### src/rtl/spi_master_framed_pkg.sv
// Shared types and helpers for the framed SPI master.
// Holds the FSM state encoding, the out-of-band byte width and the MOSI bit picker.
package spi_master_pkg;

    typedef enum logic [2:0] {
        IDLE,
        SETUP,
        LOW,
        HIGH,
        NEXT,
        HOLD
    } spi_state_t;

    localparam int OOB_W = 8;

    // LSB-first words are shifted toward bit 0; MSB-first words are indexed by the remaining-bit count.
    function automatic logic bit_sel(input logic [63:0] data, input logic [6:0] idx, input logic lsb_first);
        return lsb_first ? data[0] : data[idx];
    endfunction

endpackage

### src/rtl/spi_master_framed_half_timer.sv
// Half-period down-counter for the SPI master.
// It reloads on every phase change and flags the last cycle of each phase.
module spi_half_timer #(
    parameter int CLK_DIV = 4
) (
    input  logic clk,
    input  logic rst,
    input  logic load,
    output logic expire
);

    localparam int CW = $clog2(CLK_DIV + 1);

    logic [CW-1:0] cnt_q;
    logic [CW-1:0] cnt_d;

    always_comb begin
        cnt_d = cnt_q;
        if (load) begin
            cnt_d = CW'(CLK_DIV - 1);
        end else if (cnt_q != '0) begin
            cnt_d = cnt_q - 1'b1;
        end
    end

    always_ff @(posedge clk) begin
        if (rst) begin
            cnt_q <= '0;
        end else begin
            cnt_q <= cnt_d;
        end
    end

    assign expire = (cnt_q == '0);

endmodule

### src/rtl/spi_master_framed.sv
// SPI master shifting framed words or out-of-band bytes over a shared cs/frame pin pair.
// Back-to-back requests accepted in NEXT continue the open cs/frame window without a setup gap.
module spi_master_framed
    import spi_master_pkg::*;
#(
    parameter int WORD_W    = 32,
    parameter int CLK_DIV   = 4,
    parameter int LSB_FIRST = 1
) (
    input  logic              clk,
    input  logic              rst,
    input  logic              tx_valid,
    output logic              tx_ready,
    input  logic [WORD_W-1:0] tx_data,
    input  logic              tx_oob,
    input  logic              tx_last,
    output logic              rx_valid,
    output logic [WORD_W-1:0] rx_data,
    output logic              err,
    output logic              busy,
    output logic              spi_clk,
    output logic              spi_mosi,
    input  logic              spi_miso,
    output logic              spi_cs,
    output logic              spi_frame
);

    localparam int   CNT_W = $clog2(WORD_W + 1);
    localparam logic LSB   = (LSB_FIRST != 0);

    spi_state_t state_q, state_d;

    logic [WORD_W-1:0] tx_q, tx_d, rx_q, rx_d;
    logic [WORD_W-1:0] tx_shift, load_data;
    logic [CNT_W-1:0]  bit_cnt_q, bit_cnt_d, load_bits;
    logic              oob_q, oob_d, last_q, last_d;
    logic              spi_clk_q, spi_clk_d, mosi_q, mosi_d;
    logic              cs_q, cs_d, frame_q, frame_d;
    logic              rx_valid_q, rx_valid_d, err_q, err_d;
    logic              accept, oob_reject, start;
    logic              timer_load, timer_expire;

    spi_half_timer #(
        .CLK_DIV(CLK_DIV)
    ) u_timer (
        .clk   (clk),
        .rst   (rst),
        .load  (timer_load),
        .expire(timer_expire)
    );

    assign timer_load = (state_d != state_q);
    assign accept     = tx_valid && tx_ready;
    // An OOB byte cannot join a series of framed words; it is swallowed and flagged.
    assign oob_reject = accept && (state_q == NEXT) && tx_oob && !frame_q;
    assign start      = accept && !oob_reject;
    assign load_data  = tx_oob ? WORD_W'(tx_data[OOB_W-1:0]) : tx_data;
    assign load_bits  = tx_oob ? CNT_W'(OOB_W) : CNT_W'(WORD_W);
    assign tx_shift   = LSB ? (tx_q >> 1) : tx_q;

    always_ff @(posedge clk) begin
        if (rst) begin
            state_q <= IDLE;
        end else begin
            state_q <= state_d;
        end
    end

    always_comb begin
        state_d = state_q;
        case (state_q)
            IDLE:    if (accept) state_d = SETUP;
            SETUP:   if (timer_expire) state_d = LOW;
            LOW:     if (timer_expire) state_d = HIGH;
            HIGH:    if (timer_expire) state_d = (bit_cnt_q == CNT_W'(1)) ? NEXT : LOW;
            NEXT: begin
                if (last_q) begin
                    state_d = HOLD;
                end else if (start) begin
                    state_d = (frame_q && !tx_oob) ? SETUP : LOW;
                end
            end
            HOLD:    if (timer_expire) state_d = IDLE;
            default: state_d = IDLE;
        endcase
    end

    always_comb begin
        tx_ready = (state_q == IDLE) || ((state_q == NEXT) && !last_q);
        busy     = (state_q != IDLE);
    end

    always_comb begin
        tx_d       = tx_q;
        rx_d       = rx_q;
        bit_cnt_d  = bit_cnt_q;
        oob_d      = oob_q;
        last_d     = last_q;
        spi_clk_d  = spi_clk_q;
        mosi_d     = mosi_q;
        cs_d       = cs_q;
        frame_d    = frame_q;
        rx_valid_d = 1'b0;
        err_d      = oob_reject;
        if (start) begin
            tx_d      = load_data;
            rx_d      = '0;
            bit_cnt_d = load_bits;
            oob_d     = tx_oob;
            last_d    = tx_last;
            cs_d      = 1'b0;
            frame_d   = tx_oob;
            mosi_d    = bit_sel(64'(load_data), 7'(load_bits - 1'b1), LSB);
        end
        case (state_q)
            LOW: begin
                if (timer_expire) begin
                    spi_clk_d = 1'b1;
                    rx_d      = LSB ? {spi_miso, rx_q[WORD_W-1:1]} : {rx_q[WORD_W-2:0], spi_miso};
                end
            end
            HIGH: begin
                if (timer_expire) begin
                    spi_clk_d = 1'b0;
                    if (bit_cnt_q == CNT_W'(1)) begin
                        rx_valid_d = 1'b1;
                    end else begin
                        bit_cnt_d = bit_cnt_q - 1'b1;
                        tx_d      = tx_shift;
                        mosi_d    = bit_sel(64'(tx_shift), 7'(bit_cnt_q - CNT_W'(2)), LSB);
                    end
                end
            end
            HOLD: begin
                if (timer_expire) begin
                    cs_d    = 1'b1;
                    frame_d = 1'b1;
                    mosi_d  = 1'b0;
                end
            end
            default: ;
        endcase
    end

    always_ff @(posedge clk) begin
        if (rst) begin
            tx_q       <= '0;
            rx_q       <= '0;
            bit_cnt_q  <= '0;
            oob_q      <= 1'b0;
            last_q     <= 1'b0;
            spi_clk_q  <= 1'b0;
            mosi_q     <= 1'b0;
            cs_q       <= 1'b1;
            frame_q    <= 1'b1;
            rx_valid_q <= 1'b0;
            err_q      <= 1'b0;
        end else begin
            tx_q       <= tx_d;
            rx_q       <= rx_d;
            bit_cnt_q  <= bit_cnt_d;
            oob_q      <= oob_d;
            last_q     <= last_d;
            spi_clk_q  <= spi_clk_d;
            mosi_q     <= mosi_d;
            cs_q       <= cs_d;
            frame_q    <= frame_d;
            rx_valid_q <= rx_valid_d;
            err_q      <= err_d;
        end
    end

    // LSB-first OOB bytes land in the top byte of the right-shifting receiver.
    assign rx_data   = (oob_q && LSB) ? (rx_q >> (WORD_W - OOB_W)) : rx_q;
    assign rx_valid  = rx_valid_q;
    assign err       = err_q;
    assign spi_clk   = spi_clk_q;
    assign spi_mosi  = mosi_q;
    assign spi_cs    = cs_q;
    assign spi_frame = frame_q;

endmodule

### config.mk
export PLATFORM = sky130hd
export DESIGN_NAME = spi_master_framed
export DESIGN_NICKNAME = d
export VERILOG_FILES = /design/src/rtl/spi_master_framed_pkg.sv /design/src/rtl/spi_master_framed_half_timer.sv /design/src/rtl/spi_master_framed.sv
export SDC_FILE = /design/constraint.sdc
export NUM_CORES = 1
export LEC_CHECK = 0
export CAP_MARGIN = 5
export CELL_PAD_IN_SITES_DETAIL_PLACEMENT = 1
export CELL_PAD_IN_SITES_GLOBAL_PLACEMENT = 1
export CORE_MARGIN = 4
export CORE_UTILIZATION = 38
export CTS_CLUSTER_DIAMETER = 50
export DETAILED_ROUTE_END_ITERATION = 10
export GPL_TIMING_DRIVEN = 0
export HOLD_SLACK_MARGIN = 0.02
export PLACE_DENSITY_LB_ADDON = 0.08
export REMOVE_ABC_BUFFERS = 1
export SLEW_MARGIN = 20
export SYNTH_ARGS = -nofsm -noshare
export SYNTH_HDL_FRONTEND = slang
export SYNTH_HIERARCHICAL = 1
export SYNTH_SLANG_ARGS = --single-unit
### constraint.sdc
create_clock -name clk -period 2.9 [get_ports clk]
set_clock_uncertainty 0.15 [all_clocks]
set_input_delay 0.29 -clock clk [delete_from_list [all_inputs] [get_ports clk]]
set_output_delay 0.29 -clock clk [all_outputs]
set_load 0.05 [all_outputs]
=== Word-level counts from Yosys, hierarchy flattened ===
Cells that the tools add are included.

* Flip-flop bits (word level): 84
* Input port bits: 38
* Output and inout bits: 40
* Word-level logic and storage cells: 89

* Add/subtract/negate cells: 2
* Equal/unequal tests: 9
* Multiplexer cells: 41
* Bitwise operators: 2
* Reductions and logical operators: 21

{| class="wikitable"
|+ Operators with widths
! cell !! number
|-
| 32-bit 2-to-1 mux || 9
|-
| 6-bit 2-to-1 mux || 5
|-
| 3-bit 2-to-1 mux || 8
|-
| 3-bit one-hot mux with 6 select lines || 1
|-
| 1-bit 2-to-1 mux || 13
|-
| 1-bit logical AND || 7
|-
| 3-bit by 2-bit == test with 1-bit output (second input constant) || 2
|-
| 3-bit == test (second input constant) || 2
|-
| 6-bit by 1-bit == test with 1-bit output (second input constant) || 1
|-
| 3-bit logical NOT || 2
|-
| 2-bit 2-to-1 mux || 3
|-
| 3-bit nonzero test || 2
|-
| 6-bit by 1-bit subtractor with 6-bit output (second input constant) || 1
|-
| 1-bit logical NOT || 4
|-
| 2-bit inequality test (second input constant) || 2
|-
| 1-bit one-hot mux with 2 select lines || 2
|-
| 2-bit nonzero test || 2
|-
| 3-bit by 1-bit == test with 1-bit output (second input constant) || 1
|-
| 3-bit inequality test || 1
|-
| 3-bit AND reduction || 1
|-
| 3-bit OR reduction || 1
|-
| 3-bit by 1-bit subtractor with 3-bit output (second input constant) || 1
|-
| 1-bit NOT || 2
|-
| 2-bit OR reduction || 1
|-
| 1-bit logical OR || 1
|}

=== Depth between registers and ports, before layout ===
* Depth after elaboration: 14
* Depth in mapped cells: 10
* Mapped depth without buffers: 10

=== Modules after synthesis ===
The synthesis kept the hierarchy.

{| class="wikitable"
|+ Modules (own cells, without submodules)
! module !! times used !! cells an instance !! area each (µm²) !! sequential area each (µm²)
|-
| spi_master_framed || 1 || 438 || 3624.7 || 1601.5
|-
| spi_half_timer || 1 || 18 || 175.2 || 60.1
|}

=== Least setup slack after synthesis ===
Ideal clock, no wire load.

* Path kind: reg-to-reg
* Start point: register u_timer.cnt_q[0]
* End point: register u_timer.cnt_q[0]
* Library setup time: 0.129 ns
* Arrival time: 1.904 ns
* Required time: 2.621 ns
* Setup slack: 0.717 ns
* Stages on the path, launching flop included: 11
* Buffers on the path: 0
* Period minus slack after synthesis: 2.183 ns
* Cell sequence: dfxtp_1 -> inv_1 -> ha_1 -> nand2b_1 -> inv_1 -> nand3b_1 -> o21ai_0 -> or3b_2 -> o2bb2ai_1 -> nor4b_1 -> a211oi_1

* Cells in the longest elaborated chain, start to end: 5
* Elaborated cells between the ends (all ways): 12
* Those cells by class: 1 x add/sub; 1 x eq/ne; 7 x mux; 3 x reduce/logical

{| class="wikitable"
|+ Ends and longest elaborated chain
! item !! RTL line !! RTL
|-
| start: declaration || spi_master_framed_half_timer.sv:14 || <nowiki>logic [CW-1:0] cnt_q;</nowiki>
|-
| start signal: assignment || spi_master_framed_half_timer.sv:30 || <nowiki>cnt_q <= cnt_d;</nowiki>
|-
| 3-bit logical NOT * || spi_master_framed_half_timer.sv:34 || <nowiki>assign expire = (cnt_q == '0);</nowiki>
|-
| named net timer_expire || spi_master_framed.sv:41 || <nowiki>logic timer_load, timer_expire;</nowiki>
|-
| 3-bit 2-to-1 mux (on tied branches) || - ||
|-
| 3-bit one-hot mux with 6 select lines * || spi_master_framed.sv:71 || <nowiki>case (state_q)</nowiki>
|-
| 3-bit inequality test * || spi_master_framed.sv:52 || <nowiki>assign timer_load = (state_d != state_q);</nowiki>
|-
| named net timer_load || spi_master_framed.sv:41 ||
|-
| 2-bit 2-to-1 mux / 2-bit nonzero test (equally long branches) || - ||
|}

Mark *: on every way through the listed nets, which the timed path passes. The rest lies on a longest branch. The select of a mux whose other input is x is not followed.
A chain may end at the register's enable or synchronous reset.

=== Worst setup path after layout ===
* Start point: register oob_q
* End point: output rx_data[5]

* Cells in the longest elaborated chain, start to end: 1

{| class="wikitable"
|+ Ends and longest elaborated chain
! item !! RTL line !! RTL
|-
| start: declaration || spi_master_framed.sv:36 || <nowiki>logic oob_q, oob_d, last_q, last_d;</nowiki>
|-
| start signal: assignment || spi_master_framed.sv:162 || <nowiki>oob_q <= oob_d;</nowiki>
|-
| 32-bit 2-to-1 mux || spi_master_framed.sv:174 || <nowiki>assign rx_data = (oob_q && LSB) ? (rx_q >> (WORD_W - OOB_W)) : rx_q;</nowiki>
|-
| end: declaration || spi_master_framed.sv:18 || <nowiki>output logic [WORD_W-1:0] rx_data,</nowiki>
|}

Every way passes these cells.

==> summary.txt <==
Clock tree
  – Clk slew on worst S/H paths: approximately 90 ps
  – Root buf cell: clkbuf_8
  – Clock insertion delay at the later pin of the skew report: 350 ps
  – Total CTS buffers: 9
  – Clk buf depth: 2
  – Hold Buf Count CTS: 0
  – CTS HTree Levels: 3
  – Setup bufs post-CTS: 0
  – CTS tree: yes
  – Num Clock Sinks: between 80 and 90
  – Post-cts resize count: 0

Critical path
  – Setup Crit Path Kind: register to primary output
  – CP Buf/Inv Count: 1
  – Worst EP arrival: around 2200 ps
  – Peak fanout along the critical path: 33
  – Crit path capture type: primary output
  – Top delay family on crit path: flip-flops
  – CP Launch Type: register
  – CP max stage cell: dfxtp_2
  – Critical Path RT: 2460 ps
  – Crit path cell chain: mux2_2, clkdlybuf4s50_1
  – Max stage delay on crit path: 730 ps

Min path
  – Hold crit path type: input port to register

Power
  – Clock share of power: between 30% and 40%
  – Leak: approximately 1.8 nW
  – Logic pwr share: between 10% and 20%
  – Net Switching: ~0.75 mW
  – Flop pwr share: a little under half
  – Int Pwr: 1.93 mW
  – Peak supply drop: 272 uV
  – Net Sw Frac: 27.8%
  – Pwr per Cell Area: between 500 and 600 nW/um^2

Finish
  – Ant. Diodes: 0
  – Total Nets Final: around 550
  – Layout area overhead: 30.4%
  – Layout cells sized above 1: approximately 8.3%

Timing
  – WHS: around 130 ps
  – Fin. Hold Viols: 0
  – Worst slew pin tran: approximately 760 ps
  – Relative slew slack: just under 50%
  – RSZ-0062 raised after global routing: no
  – Slew Limit Fails: 0
  – Fin crit share: around nine tenths
  – Setup Viol. Count Final: 0
  – Final worst slack: approximately 250 ps
  – Max Clk Rate: approximately 0.38 GHz
  – Min cycle time layout: about 2600 ps

Die
  – Core area: between 9000 and 10000 um^2
  – I/O Pins: 78
  – Area of the die: ~12000 um^2
  – Die X-Extent: ~110 um
  – Std-Cell Rows: 36
  – Die Y: between 100 and 150 um
  – Starting density of the core: 38.9%

Logic synthesis
  – Async SR Flop Fraction: 0%
  – Yosys warning count: 6
  – Avg Inst Size Synth: 8.33 um^2
  – Primary FF master, synth: dfxtp_1
  – Mapped cell area: ~3800 um^2
  – Seq cells post-synth: between 80 and 90
  – Synthesized netlist cell count: around 460
  – EDFF count, synth: 0
  – Seq/Total Area, Yosys: 43.7%
  – Yosys cell types: 51

Global route
  – Antenna violations before repair: 0
  – First-pass GRT wire length: approximately 17000 um
  – Vias in the first global route: between 3000 and 4000
  – Gr usage total: between 10% and 20%
  – GRT overflow: 0
  – Largest net degree at the start of global routing: 66

Place
  – PortBufs: 77
  – Detail Placement HPWL: 6860 um
  – GP Congestion: roughly 0.76
  – Place WS: roughly 130 ps

Run
  – Max-cap violations: 0

Route
  – Drt wl/cell: 15.5 um
  – DR vias: around 3400
  – First-pass iteration count of the detailed router: 4
  – Vias per Instance: between 5 and 6
  – First DRT Iteration DRCs: about 140
  – Post-route ant nets: 0
  – Final wirelength: about 10000 um
  – DRC Markers: 0

Outcome
  – Status: completed
-- synthesized netlist by cell type (3+ instances only) --
cell type	instances	area share, %
o21ai_0	5	0.66
a311oi_1	8	1.8
clkbuf_1	24	2.4
o211ai_1	3	0.59
ha_1	4	1.3
nand3b_1	3	0.59
a221oi_1	23	5.3
nor2b_1	27	4.4
nor2_1	34	3.4
nand2b_1	5	0.82
nand3_1	37	4.9
buf_2	8	1.1
a21oi_1	41	5.4
mux2_2	8	2.4
nor3_1	30	4.0
buf_4	5	0.99
nor4b_1	3	0.69
nand2_1	56	5.5
inv_1	7	0.69
dfxtp_1	83	44
-- logic make-up (layout without fill, tap and decap cells) --
| kind of cell | after synthesis | count (layout) | synth area share (%) |
|---|---|---|---|
| and+or+nand+nor | 215 | 215 | 28.7 |
| xor gates and xnor gates | 3 | 3 | 0.692 |
| muxes | 10 | 10 | 2.90 |
| AOI/OAI and AO/OA | 94 | 94 | 17.1 |
| DFF | 83 | 83 | 43.7 |
| buffers and inverters | 47 | 107 | 5.60 |
| adders and majority gates | 4 | 4 | 1.32 |
-- layout make-up --
class	instances	area (um^2)
Sequential cell	83	1660
Timing Repair Buffer	84	912
Inverter	7	26.3
Multi-Input combinational cell	326	1960
Fill cell	1171	4820
Clock buffer	12	155
Tap cell	133	166
Clock inverter	4	72.6
-- registers in the layout, indices dropped and copies added, names as in the netlist --
register / cells
rx_q: 32
tx_q: 31
bit_cnt_q: 6
state_q: 3
u_timer/cnt_q: 3
err: 1
last_q: 1
oob_q: 1
rx_valid: 1
spi_clk: 1
spi_cs: 1
spi_frame: 1
spi_mosi: 1
-- placed cells by master, fill, tap and decap left out, types with 5 or more instances in the layout --
cell	Yosys	layout
a221oi_1	23	23
a311oi_1	8	8
inv_1	7	7
nor2b_1	27	27
nor2_1	34	33
a21oi_1	41	41
nand2_1	56	56
dfxtp_1	83	82
nor3_1	30	30
clkbuf_8	0	11
nand2b_1	5	5
clkdlybuf4s50_1	0	76
nand3_1	37	37
mux2_2	8	8
-- per-stage QoR --
step	total power [mW]	std cells	setup TNS (ps)	area (um^2)	utilization, %
2_1_floorplan	1.53	416	-13240	3610	-
3_3_place_gp	1.70	626	-115520	4550	46.6
3_5_place_dp	1.76	633	0	4730	48.4
4_1_cts	2.71	649	0	4960	50.7
5_1_grt	2.81	649	0	4960	50.7
6_report	2.68	649	0	4960	50.7
-- metal layers --
metal	track usage, %	part of all wire [%]
met5	0	0
met2	29.9	48
met1	23.0	46
met4	5.50	1.4
met3	4.12	4.7
-- power groups by stage --
stage	Combinational, mW	Clock [mW]	Sequential, mW
finish	0.474	0.950	1.26
global route	0.518	1.03	1.27
CTS	0.480	0.977	1.26
detailed placement	0.478	0	1.28
global placement	0.418	0	1.28
floorplan	0.249	0	1.28
-- worst paths after layout --
check	start	to	slack, ps	cells after the start
setup / recovery	oob_q	rx_data[5]	250	2
hold / removal	rst	rx_q[27]	130	2
setup reg to reg	u_timer/cnt_q[0]	u_timer/cnt_q[1]	270	10
hold reg to reg	spi_cs	spi_cs	300	2
No activity file was read; power rests on OpenSTA's default activity.
